### config.mk
export PLATFORM = sky130hd
export DESIGN_NAME = encoder8x3_arb_flat
export DESIGN_NICKNAME = d
export VERILOG_FILES = /design/src/rtl/encoder8x3_arb_pkg.sv /design/src/rtl/encoder8x3_arb_if.sv /design/src/rtl/encoder8x3_arb_prio_enc8x3.sv /design/src/rtl/encoder8x3_arb.sv /design/src/flat_wrapper.sv
export SDC_FILE = /design/constraint.sdc
export NUM_CORES = 1
export LEC_CHECK = 0
export ABC_CLOCK_PERIOD_IN_PS = 2210
export CORE_MARGIN = 1.5
export CORE_UTILIZATION = 42
export DETAILED_ROUTE_END_ITERATION = 7
export PLACE_DENSITY = 0.79
export RECOVER_POWER = 100
export SYNTH_ARGS = -nofsm -noshare
export SYNTH_HDL_FRONTEND = slang
export SYNTH_SLANG_ARGS = --single-unit
### constraint.sdc
create_clock -name CLK -period 2.21 [get_ports CLK]
set_input_delay 0.5525 -clock CLK [delete_from_list [all_inputs] [get_ports CLK]]
set_output_delay 0.5525 -clock CLK [all_outputs]
set_load 0.01 [all_outputs]
### src/rtl/encoder8x3_arb_pkg.sv
// Shared sizing constants and FSM state type for the 8-to-3 arbitrating encoder.
package encoder_pkg;
    localparam int N = 8;
    localparam int W = $clog2(N);

    typedef enum logic {
        IDLE = 1'b0,
        HOLD = 1'b1
    } state_t;
endpackage

### src/rtl/encoder8x3_arb_if.sv
// Request/grant bus between a request source/consumer (master) and the arbiter (slave).
interface encoder8x3_arb_if #(
    parameter int N = encoder_pkg::N,
    parameter int W = encoder_pkg::W
) ();
    logic         EN;
    logic [N-1:0] I;
    logic         ACK;
    logic [W-1:0] Y;
    logic         V;
    logic [N-1:0] PEND;
    logic         OVF;

    modport master (
        output EN, I, ACK,
        input  Y, V, PEND, OVF
    );

    modport slave (
        input  EN, I, ACK,
        output Y, V, PEND, OVF
    );
endinterface

### src/rtl/encoder8x3_arb_prio_enc8x3.sv
// Combinational highest-index-first priority encoder over an 8-bit vector.
module prio_enc8x3 (
    input  logic [7:0] vec,
    output logic [2:0] code,
    output logic       any
);
    always_comb begin
        code = 3'd0;
        any  = 1'b0;
        // Ascending scan so the highest set index is the last one written.
        for (int k = 0; k < 8; k++) begin
            if (vec[k]) begin
                code = 3'(k);
                any  = 1'b1;
            end
        end
    end
endmodule

### src/rtl/encoder8x3_arb.sv
// Pending-request arbiter: captures requests into PEND, serves them highest index first
// as a registered code with a valid/accept handshake, and flags merged requests on OVF.
module encoder8x3_arb #(
    parameter int N = encoder_pkg::N,
    parameter int W = encoder_pkg::W
) (
    input  logic             CLK,
    input  logic             RST,
    encoder8x3_arb_if.slave  bus
);
    import encoder_pkg::*;

    state_t       state;
    logic [W-1:0] code;
    logic         any;
    logic         do_grant;
    logic [N-1:0] clr;
    logic [N-1:0] set;

    prio_enc8x3 u_prio (
        .vec  (bus.PEND),
        .code (code),
        .any  (any)
    );

    // Grant only from the registered PEND; a held code blocks new grants until accepted.
    always_comb begin
        do_grant = any && ((state == IDLE) || bus.ACK);
        clr      = '0;
        clr[code] = do_grant;
        set      = bus.I & {N{bus.EN}};
    end

    always_ff @(posedge CLK) begin
        if (RST) begin
            state    <= IDLE;
            bus.PEND <= '0;
            bus.Y    <= '0;
            bus.V    <= 1'b0;
            bus.OVF  <= 1'b0;
        end else begin
            bus.PEND <= (bus.PEND & ~clr) | set;
            bus.OVF  <= |(set & bus.PEND & ~clr);
            case (state)
                IDLE: begin
                    if (any) begin
                        bus.Y <= code;
                        bus.V <= 1'b1;
                        state <= HOLD;
                    end
                end
                HOLD: begin
                    if (bus.ACK) begin
                        if (any) begin
                            bus.Y <= code;
                        end else begin
                            bus.V <= 1'b0;
                            state <= IDLE;
                        end
                    end
                end
                default: begin
                    state <= IDLE;
                    bus.V <= 1'b0;
                end
            endcase
        end
    end
endmodule

### src/flat_wrapper.sv
// flat-port wrapper written by rule: the top's interface ports become plain ports
module encoder8x3_arb_flat import encoder_pkg::*;
#(
    parameter int N = encoder_pkg::N,
    parameter int W = encoder_pkg::W
)
  (CLK, RST, bus_EN, bus_I, bus_ACK, bus_Y, bus_V, bus_PEND, bus_OVF);
  encoder8x3_arb_if #(.N(N), .W(W)) bus_i ();
  input  logic CLK;
  input  logic RST;
  input wire logic [$bits(bus_i.EN)-1:0] bus_EN;
  input wire logic [$bits(bus_i.I)-1:0] bus_I;
  input wire logic [$bits(bus_i.ACK)-1:0] bus_ACK;
  output wire logic [$bits(bus_i.Y)-1:0] bus_Y;
  output wire logic [$bits(bus_i.V)-1:0] bus_V;
  output wire logic [$bits(bus_i.PEND)-1:0] bus_PEND;
  output wire logic [$bits(bus_i.OVF)-1:0] bus_OVF;
  assign bus_i.EN = bus_EN;
  assign bus_i.I = bus_I;
  assign bus_i.ACK = bus_ACK;
  assign bus_Y = bus_i.Y;
  assign bus_V = bus_i.V;
  assign bus_PEND = bus_i.PEND;
  assign bus_OVF = bus_i.OVF;
  encoder8x3_arb #(.N(N), .W(W)) u_core (.CLK(CLK), .RST(RST), .bus(bus_i));
endmodule
==> flow_metrics.py <==
metrics = {
    "finish": {
        "final_cell_area_um2": 943.4,
        "multi_input_area_um2": 354.1,
        "diodes": 0,
        "final_cells": 120,
        "seq_area_um2": 280.3,
        "fillCellCount": 143,
        "syn2layout_area_growth_pct": 39.63,
        "finish.utilization_pct": 62.62,
        "final_nets": 118,
        "drive_gt1_share_pct": 12.50,
    },
    "routing": {
        "routed_wl_mm": 1.571,
        "vias_per_cell": 5.600,
        "first_pass_iters": 4,
        "initialDrtViolationCount": 13,
        "drcViolationCount": 0,
        "drtAntennaViolNets": 0,
        "wire_per_inst_um": 13.09,
        "vias": 672,
    },
    "floorplanning": {
        "die_area_um2": 1858,
        "die_h_um": 43.11,
        "io_pins": 25,
        "num_rows": 14,
        "initial_core_util_pct": 44.85,
        "core_um2": 1506,
        "fp.dieW_um": 43.11,
    },
    "logic_synthesis": {
        "synth_top_area_share_pct": 41.48,
        "netlist-cell-type-count": 27,
        "syn_avg_cell_area_um2": 8.662,
        "synth_edf_count": 0,
        "yosys.area.top_type": "dfxtp_1",
        "synthCells": 78,
        "ys.warnings.count": 0,
        "seq_area_frac_synth_pct": 41.48,
        "synth_most_common_cell": "dfxtp_1",
        "ys_seq_elements": 14,
        "synthesis.area_um2": 675.6,
        "ys_top_cells_by_area": "dfxtp_1 41%, nor2_1 6.7%, a22oi_1 5.6%",
        "synth_fp_nets": 90,
        "synth_flop_cell": "dfxtp_1",
        "netlist_top_cells_count": "14 x dfxtp_1, 12 x nor2_1, 7 x a21oi_1, 6 x o21ai_0, 5 x a22oi_1",
        "synth-async-reset-ratio_pct": 0,
    },
    "cts": {
        "cts_tree": "yes",
        "cts-hold-fix-buffers": 0,
        "clk_pin_slew_ns": 0.08,
        "cts-htree-levels": 1,
        "clock_latency_ns": 0.27,
        "cts_buffers": 3,
        "ctsRootBufferMaster": "clkbuf_4",
        "cts_setup_buffers": 0,
        "ctsResizeCount": 0,
        "clock-sinks": 14,
        "cts.path.max_buffers": 2,
    },
    "setup_path": {
        "cp_max_fo": 5,
        "critical_path.cell_chain": "dlygate4sd3_1, or2b_2, nand2_1, or4_4, a31oi_1, a41oi_1",
        "cp_slowest_cell": "dlygate4sd3_1",
        "critical_path_buf_inv_count": 1,
        "crit_arrival_ns": 2.18,
        "start_kind": "input pin",
        "crit_family": "simple AND/OR/NAND/NOR gates",
        "r2r_slack_ns": 0.44,
        "cp.required_ns": 2.35,
        "critPathMaxStageDelay_ns": 0.57,
        "path_class": "input pin to flop",
        "critPathCaptureType": "flop",
    },
    "placed_design": {
        "placed_area_um2": 928.4,
        "portBuffers": 24,
        "dp_cells": 117,
        "dp_hpwl_mm": 1.173,
        "gp_congestion": 0.8039,
    },
    "timing": {
        "final.period_utilization_pct": 92.19,
        "min_period_ns": 2.037,
        "rsz0062_at_grt": "false",
        "tightest_slew_ns": 0.3770,
        "skew_ns": 0.001646,
        "holdWs_ns": 0.4744,
        "setup_tns_ns": 0,
        "hold_violations": 0,
        "slew_headroom_pct": 74.63,
        "fmax_mhz": 490.8,
        "slew_violations": 0,
        "setup_viol": 0,
    },
    "power": {
        "p_leak_nw": 0.3780,
        "peakVddDrop_v": 0.0003515,
        "powerDensity_nw_per_um2": 621.3,
    },
    "global_routing": {
        "grt_overflow": 0,
        "grt_max_degree": 14,
        "antenna_found_initial": 0,
        "grt_pass1_wl_mm": 2.532,
        "first_global_vias": 584,
        "gr-usage-all-layers_pct": 18.19,
    },
    "job": {
        "cap_violations": 0,
    },
    "run_status": {
        "status": "finished clean",
    },
    "worst_hold_path": {
        "worstHoldPathType": "flop to flop",
    },
}
==> sequential cells by signal (all words and copies together), names as in the netlist <==
| name | count |
|---|---|
| u_core.bus.OVF | 1 |
| u_core.bus.PEND | 8 |
| u_core.bus.V | 1 |
| u_core.bus.Y | 3 |
| u_core.state | 1 |
==> cell usage in the layout (no fill, tap or decap), types with 3 or more instances in the layout <==
| master | instances |
|---|---|
| dlygate4sd3_1 | 14 |
| o21ai_0 | 6 |
| nor2_1 | 12 |
| a21oi_1 | 7 |
| o211ai_1 | 3 |
| clkbuf_4 | 3 |
| a22oi_1 | 5 |
| nand2_1 | 4 |
| dfxtp_1 | 14 |
| clkdlybuf4s50_1 | 10 |
==> tightest hold or removal path, cell delays in order, from the launching register on <==
cell	delay, ns
dfxtp_1	0.31
o21ai_0	0.06
a21oi_1	0.06
==> layout make-up <==
class / count / area share, %
repair buffers: 27 / 27.45
flip-flops and latches: 14 / 29.71
well taps: 16 / 2.122
clock buffers: 3 / 2.387
multi-input cells: 58 / 37.53
inverters: 2 / 0.7958
==> path summary, 6_finish.rpt <==
check / start / end / depth (start not counted)
min: u_core.bus.Y[0]$_SDFFE_PP0P_ / u_core.bus.Y[0]$_SDFFE_PP0P_ / 2
max: bus_ACK / u_core.bus.OVF$_SDFF_PP0_ / 6
min reg2reg: u_core.bus.Y[0]$_SDFFE_PP0P_ / u_core.bus.Y[0]$_SDFFE_PP0P_ / 2
max reg2reg: u_core.bus.PEND[4]$_SDFF_PP0_ / u_core.bus.OVF$_SDFF_PP0_ / 5
==> per-layer routing <==
layer | track usage (%) | part of all wire (%) | vias to the layer above
met3 | 2.553 | 3.6 | 2
li1 | - | - | 343
met5 | 0 | 0 | -
met2 | 28.66 | 46 | 16
met4 | 9.091 | 1.2 | 0
met1 | 23.96 | 49 | 311
==> cell families after synthesis <==
| group | synth area share [%] |
|---|---|
| AOI/OAI and AO/OA | 26.67 |
| buffers and inverters | 5.556 |
| and+or+nand+nor | 26.30 |
| DFF | 41.48 |
==> per-stage QoR <==
| step | total power [W] | setup WS [ns] |
|---|---|---|
| floorplan | 0.0003862 | 0.6012 |
| global placement | 0.0004601 | 0.09584 |
| detailed placement | 0.0004628 | 0.03213 |
| CTS | 0.0006038 | 0.2709 |
| global route | 0.0006222 | 0.1256 |
| finish | 0.0005861 | 0.1727 |
==> power breakdown <==
group	internal, W	switching [W]
clock	0.0000629	0.0000766
combinational	0.0000827	0.0000680
sequential	0.000274	0.0000219
total	0.000420	0.000167
(Power assumes the default switching activity.)
